**src/rtl/mem_port_arbiter.sv**
```systemverilog
// ============================================================================
// mem_port_arbiter: serialises lane A then lane B onto one data-memory port
// and stalls the M stage until both accesses of the bundle complete.
// Optional counters: define MEM_ARB_PERF_CNT_EN.
// Revision: 1.0 - initial release
// ============================================================================
`default_nettype none

module mem_port_arbiter #(
  parameter int ADDR_W = 32,
  parameter int DATA_W = 32,
  parameter int CNT_W  = 32
) (
  input  logic              clk,
  input  logic              reset,
  input  logic              mem_to_reg_a,
  input  logic              mem_write_a,
  input  logic [ADDR_W-1:0] addr_a,
  input  logic [DATA_W-1:0] wdata_a,
  input  logic              mem_to_reg_b,
  input  logic              mem_write_b,
  input  logic [ADDR_W-1:0] addr_b,
  input  logic [DATA_W-1:0] wdata_b,
  output logic              mem_req,
  output logic              mem_we,
  output logic [ADDR_W-1:0] mem_addr,
  output logic [DATA_W-1:0] mem_wdata,
  input  logic [DATA_W-1:0] mem_rdata,
  input  logic              mem_ready,
  output logic [DATA_W-1:0] rdata_a,
  output logic [DATA_W-1:0] rdata_b,
  output logic              stall_m
`ifdef MEM_ARB_PERF_CNT_EN
  ,
  output logic [CNT_W-1:0]  stall_cnt,
  output logic [CNT_W-1:0]  conflict_cnt,
  output logic [CNT_W-1:0]  wait_cnt
`endif
);

  typedef enum logic [1:0] {
    IDLE  = 2'd0,
    ACC_A = 2'd1,
    ACC_B = 2'd2,
    DONE  = 2'd3
  } state_t;

  state_t state, state_nxt;
  logic   need_a, need_b;

  assign need_a  = mem_to_reg_a | mem_write_a;
  assign need_b  = mem_to_reg_b | mem_write_b;
  assign stall_m = (need_a | need_b) & (state != DONE);

  always_ff @(posedge clk) begin
    if (reset) state <= IDLE;
    else       state <= state_nxt;
  end

  always_comb begin
    state_nxt = state;
    mem_req   = 1'b0;
    mem_we    = 1'b0;
    mem_addr  = '0;
    mem_wdata = '0;
    case (state)
      IDLE: begin
        if (need_a)      state_nxt = ACC_A;
        else if (need_b) state_nxt = ACC_B;
      end
      ACC_A: begin
        mem_req   = 1'b1;
        mem_we    = mem_write_a;
        mem_addr  = addr_a;
        mem_wdata = wdata_a;
        if (mem_ready) state_nxt = need_b ? ACC_B : DONE;
      end
      ACC_B: begin
        mem_req   = 1'b1;
        mem_we    = mem_write_b;
        mem_addr  = addr_b;
        mem_wdata = wdata_b;
        if (mem_ready) state_nxt = DONE;
      end
      DONE:    state_nxt = IDLE;
      default: state_nxt = IDLE;
    endcase
  end

  // A lane flagged as both load and store behaves as a store, so no capture.
  always_ff @(posedge clk) begin
    if (reset) begin
      rdata_a <= '0;
      rdata_b <= '0;
    end else begin
      if (state == ACC_A && mem_ready && mem_to_reg_a && !mem_write_a)
        rdata_a <= mem_rdata;
      if (state == ACC_B && mem_ready && mem_to_reg_b && !mem_write_b)
        rdata_b <= mem_rdata;
    end
  end

`ifdef MEM_ARB_PERF_CNT_EN
  always_ff @(posedge clk) begin
    if (reset) begin
      stall_cnt    <= '0;
      conflict_cnt <= '0;
      wait_cnt     <= '0;
    end else begin
      if (stall_m)
        stall_cnt <= stall_cnt + 1'b1;
      if (state == IDLE && need_a && need_b)
        conflict_cnt <= conflict_cnt + 1'b1;
      if (mem_req && !mem_ready)
        wait_cnt <= wait_cnt + 1'b1;
    end
  end
`endif

endmodule

`default_nettype wire

```
**config.mk**
```make
export PLATFORM = sky130hd
export DESIGN_NAME = mem_port_arbiter
export DESIGN_NICKNAME = d
export VERILOG_FILES = /design/src/rtl/mem_port_arbiter.sv
export SDC_FILE = /design/constraint.sdc
export NUM_CORES = 1
export LEC_CHECK = 0
export CORE_AREA = 2 2 115 117
export CTS_BUF_LIST = sky130_fd_sc_hd__clkbuf_4 sky130_fd_sc_hd__clkbuf_8
export CTS_CLUSTER_SIZE = 40
export DETAILED_ROUTE_END_ITERATION = 12
export DIE_AREA = 0 0 117 119
export GPL_TIMING_DRIVEN = 0
export PLACE_DENSITY = 0.75
export SLEW_MARGIN = 20
export SYNTH_ARGS = -nofsm -noshare
export SYNTH_HDL_FRONTEND = slang
export SYNTH_SLANG_ARGS = --single-unit
```
**constraint.sdc**
```tcl
create_clock -name clk -period 4.1 [get_ports clk]
set_input_delay 0.41 -clock clk [delete_from_list [all_inputs] [get_ports clk]]
set_output_delay 0.41 -clock clk [all_outputs]
set_load 0.05 [all_outputs]
```
=== Word-level counts from Yosys, hierarchy flattened ===
Index checks and enable logic that the tools add are counted.
W data, S select, Z words.

* Register bits after elaboration: 66
* Input bits: 167
* Output and inout port bits: 131
* Word-level logic and storage cells: 35

* Eq/ne operators: 7
* Multiplexer cells: 10
* Bitwise logic cells: 4
* Reduce and logical (&&, ||, !) cells: 11

{| class="wikitable"
|+ Operators by type and width
! kind !! count
|-
| $pmux W32 S2 || 2
|-
| $mux W2 || 4
|-
| $pmux W2 S4 || 1
|-
| $logic_and A1 B1 Y1 || 6
|-
| $ne A2 B2 Y1 const B || 3
|-
| $eq A2 B2 Y1 const B || 2
|-
| $ne A3 B3 Y1 const B || 1
|-
| $or A1 B1 Y1 || 3
|-
| $reduce_and A3 Y1 || 1
|-
| $eq A2 B1 Y1 const B || 1
|-
| $logic_not A1 Y1 || 2
|-
| $logic_not A2 Y1 || 1
|-
| $mux W1 || 2
|-
| $pmux W1 S2 || 1
|-
| $reduce_or A2 Y1 || 1
|-
| $and A1 B1 Y1 || 1
|}

=== Depth between registers and ports, before layout ===
* Depth after elaboration: 4
* Depth in mapped cells: 8
* Depth with buffers taken out: 5

=== Worst setup path after synthesis ===
OpenSTA, ideal clock, no wires.

* Path kind: register to output
* Start: register state[0]
* End: output port mem_addr[0]
* Data arrival time: 2,263 ps
* Data required time: 3,690 ps
* Setup slack: 1,427 ps
* Stages on the path, launching flop included: 6
* Path buffers: 2
* Cells stage by stage: dfxtp_1 inv_1 ha_1 clkbuf_1 clkbuf_1 nor2b_1

* Word-level cells in the longest chain between the ends: 2
* Elaborated cells on any way between the ends: 3
* Classes of those cells: 2 x eq/ne; 1 x mux

{| class="wikitable"
|+ Ends and longest elaborated chain
! what !! line !! text
|-
| start: declaration || 48 || <nowiki>state_t state, state_nxt;</nowiki>
|-
| start signal: assignment || 57 || <nowiki>else state <= state_nxt;</nowiki>
|-
| $eq A2 B2 Y1 or $eq A2 B1 Y1 (tied branches) || 66 || <nowiki>case (state)</nowiki>
|-
| $pmux W32 S2 * || 66 ||
|-
| end: declaration || 26 || <nowiki>output logic [ADDR_W-1:0] mem_addr,</nowiki>
|}

Every way passes the cells marked *; elsewhere a longest branch is shown, timed or not.

=== Final worst setup path ===
* Start: register state[0]
* End: output port mem_wdata[8]

* Word-level cells in the longest chain between the ends: 2
* Elaborated cells on any way between the ends: 3
* Classes of those cells: 2 x eq/ne; 1 x mux

{| class="wikitable"
|+ Ends and longest elaborated chain
! what !! line !! text
|-
| $eq A2 B2 Y1 or $eq A2 B1 Y1 (tied branches) || 66 ||
|-
| $pmux W32 S2 * || 66 ||
|-
| end: declaration || 27 || <nowiki>output logic [DATA_W-1:0] mem_wdata,</nowiki>
|}

Marked as above.

==> impl_metrics.tcl <==
set metrics [dict create \
    status "complete, no violations" \
    cts_max_level 3 \
    io_buffers 296 \
    reg2reg_slack_ns 2.45 \
    slowest_delay_ns 0.88 \
    ys.warnings.count 0 \
    crit_type "register to output pin" \
    grt_pass1_vias 4316 \
    power_per_cell_area_nw_per_um2 530.9 \
    utilization 0.5314 \
    antenna_left 0 \
    holdWs_ns 0.3899 \
    cpMostUsedCell "clkbuf_1" \
    reg2reg_to "rdata_b[5]" \
    die_y_um 119 \
    grt_overflow 0 \
    synth-seq-cells 66 \
    cp_data_required_time_ns 3.69 \
    cts_resized 0 \
    holdCritPathClass "input port to register" \
    timing.fmax_mhz 295.8 \
    tightest_slew_ns 0.6013 \
    vias 4329 \
    final_nets 934 \
    drv_slew 0 \
    crit_chain "inv_1, ha_1, clkbuf_1, clkbuf_1, nor2b_1, clkdlybuf4s50_1" \
    synth.cell_area_um2 3452 \
    maxCapViolations 0 \
    placeableCoreArea_um2 12870 \
    placementRows 42 \
    fillerInstances 1249 \
    final_common_cell "clkdlybuf4s50_1" \
    worst_path_max_delay_cell "clkdlybuf4s50_1" \
    cts_root_buffer "clkbuf_8" \
    postCtsSetupRepairBufs 0 \
    grt_antenna_before_repair 1 \
    timing.rr.start "state[0]" \
    wire_per_inst_um 15.90 \
    syn_to_final_growth_pct 98.19 \
    endpoint_kind "output pin" \
    cts_tree "built" \
    clkSinkCount 66 \
    fin_skew_ns 0.006810 \
    placed_cell_area_um2 6635 \
    yosysSeqAreaShare 0.3827 \
    grt.total_usage 0.2071 \
    finalInstanceArea_um2 6842 \
    rsz0062_at_grt "no" \
    setup_violations 0 \
    synth_nets 627 \
    cts_buffer_depth 2 \
    synth-async-reset-ratio 0 \
    irDropWorstVdd_mv 0.3079 \
    start_util 0.2681 \
    drive_gt1_frac 0.05599 \
    startpoint_type "register" \
    min-delay-start "reset" \
    cts-buffers-inserted 9 \
    drt_wl_total_um 15030 \
    p_leak_uw 0.002248 \
    grt_max_degree 13 \
    synth-edff-count 0 \
    die_w_um 117 \
    final_cell_mix "clkdlybuf4s50_1, nand2_1, dfxtp_1" \
    clock_latency_ns 0.35 \
    whs_endpoint "rdata_a[4]" \
    firstDrtPassIters 4 \
    path_clk_slew_ns 0.07 \
    critPathMaxFanout 10 \
    die-area_um2 13920 \
    finalSetupTns_ns 0 \
    max_slew_margin 0.5979 \
    viasPerCell 4.581 \
    yosysUniqueCellTypes 25 \
    synth-main-ff-cell "dfxtp_1" \
    grt_pass1_wl_um 22400 \
    fin_crit_sh 0.8246 \
    drc 0 \
    fin_crit_ns 3.381 \
    finalHoldViolCount 0 \
    drt-initial-drc-count 266 \
    whs_path_depth 2 \
    rr_worst_depth 7 \
    synth.avg_cell_area_um2 7.570 \
    ios 298 \
    dpl.hpwl_um 12180 \
    gp_congestion 0.7942 \
    postCtsHoldBufs 0 \
    worstPathArrival_ns 2.97 \
    synth_cells 456 \
]
cell usage after synthesis, drive strengths merged, types with 2 or more instances:
master / number / area, um^2
nand2: 129 / 484.2
clkbuf: 17 / 63.81
a22oi: 65 / 488.0
nand4b: 2 / 17.52
nor2b: 65 / 406.6
inv: 2 / 7.510
and4b: 2 / 20.02
dfxtp: 66 / 1321
ha: 4 / 50.05
a31oi: 2 / 12.51
a21oi: 65 / 325.3
buf: 27 / 183.9
report_power, final:
part / switching (uW) / internal (uW) / total (uW)
logic: 1460 / 916 / 2380
clock network: 261 / 297 / 558
registers: 21.9 / 672 / 694
total: 1750 / 1890 / 3630
metrics by stage:
step           std cells  setup WS, ns  power, uW
4_1_cts              944        0.5889       3672
2_1_floorplan        456         1.427       2273
5_1_grt              944        0.3889       3837
3_5_place_dp         928        0.9896       3104
6_report             945        0.7192       3633
3_3_place_gp         928         1.017       3100
worst max path at each step:
stage                        end     start  cells after the start  slack, ns
finish              mem_wdata[8]  state[0]                      6       0.72
global route        mem_wdata[8]  state[0]                      6       0.39
CTS                 mem_wdata[8]  state[0]                      6       0.59
detailed placement  mem_wdata[8]  state[0]                      6       0.99
global placement    mem_wdata[8]  state[0]                      6       1.02
floorplan            mem_addr[0]  state[0]                      5       1.43
layer usage:
metal  up-vias  wire (um)  global-route usage
met4         0        306             0.06985
li1       2171          -                   -
met5         -          0                   0
met3        24       1464             0.07634
met1      1954       5895              0.2299
met2       180       7363              0.3602
worst max-delay path: cells and delay by family, from the launching register on:
kind	cells	cell delay (ns)
buf+inv	4	1.69
flops	1	0.41
fa+ha+maj	1	0.35
simple gates	1	0.18
flip-flops by register name, indices dropped and copies added (netlist names):
register,cells
rdata_b,32
rdata_a,32
state,2
cells by family after synthesis:
family	count (synthesis)	synth area share
simple gates	204	0.2798
flops	66	0.3827
compound gates	136	0.2490
buf+inv	46	0.07394
fa+ha+maj	4	0.01450
area by class of cell:
class,count,area (um^2),area share
inverters,2,7.507,0.001097
repair buffers,296,2963,0.4331
well taps,176,220.2,0.03219
multi-input cells,344,1876,0.2741
diodes,1,2.502,0.0003658
flip-flops and latches,66,1321,0.1931
plain buffers,44,247.7,0.03621
clock buffers,10,137.6,0.02012
clock inverters,6,66.31,0.009693
Power figures use the tool's default switching activity.
==> edit, RTL diff (config.mk and constraints unchanged) <==
Re-encode `state_t` (4 states) as one-hot, 4 bits wide.
--- a/src/rtl/mem_port_arbiter.sv
+++ b/src/rtl/mem_port_arbiter.sv
@@ -39,9 +39,9 @@
 );
 
-  typedef enum logic [1:0] {
-    IDLE  = 2'd0,
-    ACC_A = 2'd1,
-    ACC_B = 2'd2,
-    DONE  = 2'd3
+  typedef enum logic [3:0] {
+    IDLE  = 4'b0001,
+    ACC_A = 4'b0010,
+    ACC_B = 4'b0100,
+    DONE  = 4'b1000
   } state_t;
 
Check against the original RTL: same outputs for any inputs over 4 cycles, from zero or initial values and one cycle with reset high; so few cycles prove little.
==> edit against the original RTL <==
Sequential cell count is 2 higher. Routed wire length is 1.3% higher. Area after synthesis is 7.8% lower. Setup slack better by 0.041 ns. Sequential share of layout area is 1.4 points higher. First-iteration DRC count is 15% higher. Global-route usage hardly changed. Via count is 0.83% lower. Register-to-register slack worse by 0.30 ns. Design area is 3.9% lower. Cell count is 5.9% lower.
Power is not compared: it rests on default switching activity, and its combinational part moved more than twofold at a synthesized area within 25%.
==> edit: results (changes against the original RTL) <==
Number of non-clock inverters: 1 (-1). In the synthesized netlist, the cells that appear most often are sky130_fd_sc_hd__nand2_1 (129), sky130_fd_sc_hd__a21oi_1 (69), sky130_fd_sc_hd__dfxtp_1 (68). The count of buffers not belonging to the clock network in the layout was 336 (-1.2%). For the met2 routed wirelength, the log shows 7.63 mm (+3.6%).

The number of cells in the finished layout apart from fillers was 889 (-5.9%); the global routing usage on met1 was 0.239 (+0.00958). The detailed-route vias per instance is 4.83 (+5.4%), and the clock network latency to the later pin of the worst-skew pair is 0.34 ns. By area the synthesized netlist is led by sky130_fd_sc_hd__dfxtp_1 (43%), sky130_fd_sc_hd__a22o_1 (18%), sky130_fd_sc_hd__nand2_1 (15%), sky130_fd_sc_hd__a21oi_1 (11%), sky130_fd_sc_hd__buf_2 (2.4%). The run gives 306 (+15%) as the number of DRC violations after detailed-routing iteration 0. For the net count after synthesis, the log shows 566 (-9.7%).

The count of port buffers added during placement came out at 297 (+0.34%). For the wire length the detailed router placed on met1, the log shows 6.02 mm (+2.2%). The clock distribution area overhead in the final layout is 0.0299 (+0.0000608). The worst-case register-to-register setup slack came out at 2.15 ns (-0.30 ns). The run finished with clean final reports.

For the half-perimeter wire length after detailed placement, the log shows 12.4 mm (+1.8%). The worst register-to-register path ends at rdata_a[13]. In this run the worst hold path is classified as reg2reg.

The ratio of cells with drive above 1 in the final layout was 0.0576 (+0.00159). For hold timing, the worst endpoint is rdata_a[18]. The run gives 0.207 (-0.000481) as the all-layer global routing usage. The wire length of the first global-routing pass is 22.1 mm (-1.5%), and the number of nets in the layout is 874 (-6.4%).

Compound-gate portion of the synthesized area: 0.298 (+0.0488). The register share of the cell area came out at 0.207 (+0.0139). The tools report the startpoint of the worst register-to-register path as state[3].

The worst reg2reg path depth works out to 6 (-1). The wire length per cell after detailed routing is 17.1 um (+7.6%). The logs give 5 (+1) for the number of detailed-route iterations in the first pass and 291 (-15%) for the number of multi-input combinational cells.

Delay of the slowest critical-path stage: 0.83 ns (-0.05 ns). The synthesized instance count was 399 (-13%); the synthesized-area fraction occupied by xor and xnor cells was 0.00550 (+0.00550). The area of combinational cells with multiple inputs was 1620 sq um (-14%).

The proportion of synthesized chip area in sequential cells was 0.428 (+0.0448); the number of filler instances in the final layout was 1229 (-1.6%). The non-clock buffering overhead in the final layout is 0.483 (+0.0136). Critical hold path startpoint: rdata_a[18]. The data arrival time of the worst path is 2.93 ns (-0.04 ns). Placer congestion estimate: 0.888 (+12%). The largest registers in the layout are rdata_a: 32 flops, rdata_b: 32 flops, state: 4 flops.

Initial antenna violation count: 0 (-1). The run gives 4192 (-2.9%) as the via count of the first global-routing pass. The tools report the wire length on met3 as 1.29 mm (-12%). The clock skew after layout was 0.0149 ns (+0.00811 ns); the relative slew slack was 0.594 (-0.00387).

The adder and majority cell fraction of the synthesized area is 0 (-0.0145).
edit: power by group through the flow:
stage,combinational (mW),clock (mW),sequential (mW)
detailed placement,1.12,0,0.700
global placement,1.11,0,0.699
floorplan,0.639,0,0.722
global route,1.18,0.588,0.686
finish,1.13,0.552,0.685
CTS,1.13,0.562,0.685
edit: metrics by stage:
stage	instance area [sq um]	total power [mW]	hold slack, ns	setup WS, ns
floorplan	3180	1.36	0.546	1.88
global placement	6380	1.81	0.441	1.12
detailed placement	6380	1.82	0.446	1.07
CTS	6570	2.37	0.456	0.701
global route	6570	2.45	0.467	0.587
finish	6580	2.36	0.453	0.760
edit: worst max-delay path, delay by kind of cell (launching register included):
kind,cells,cell delay [ns]
buffers and inverters,4,1.61
DFF,1,0.29
AOI/OAI and AO/OA,1,0.22
and+or+nand+nor,1,0.47
edit: cell families after synthesis:
family | Yosys count
AOI/OAI and AO/OA | 139
xor gates and xnor gates | 2
buffers and inverters | 40
DFF | 68
and+or+nand+nor | 150
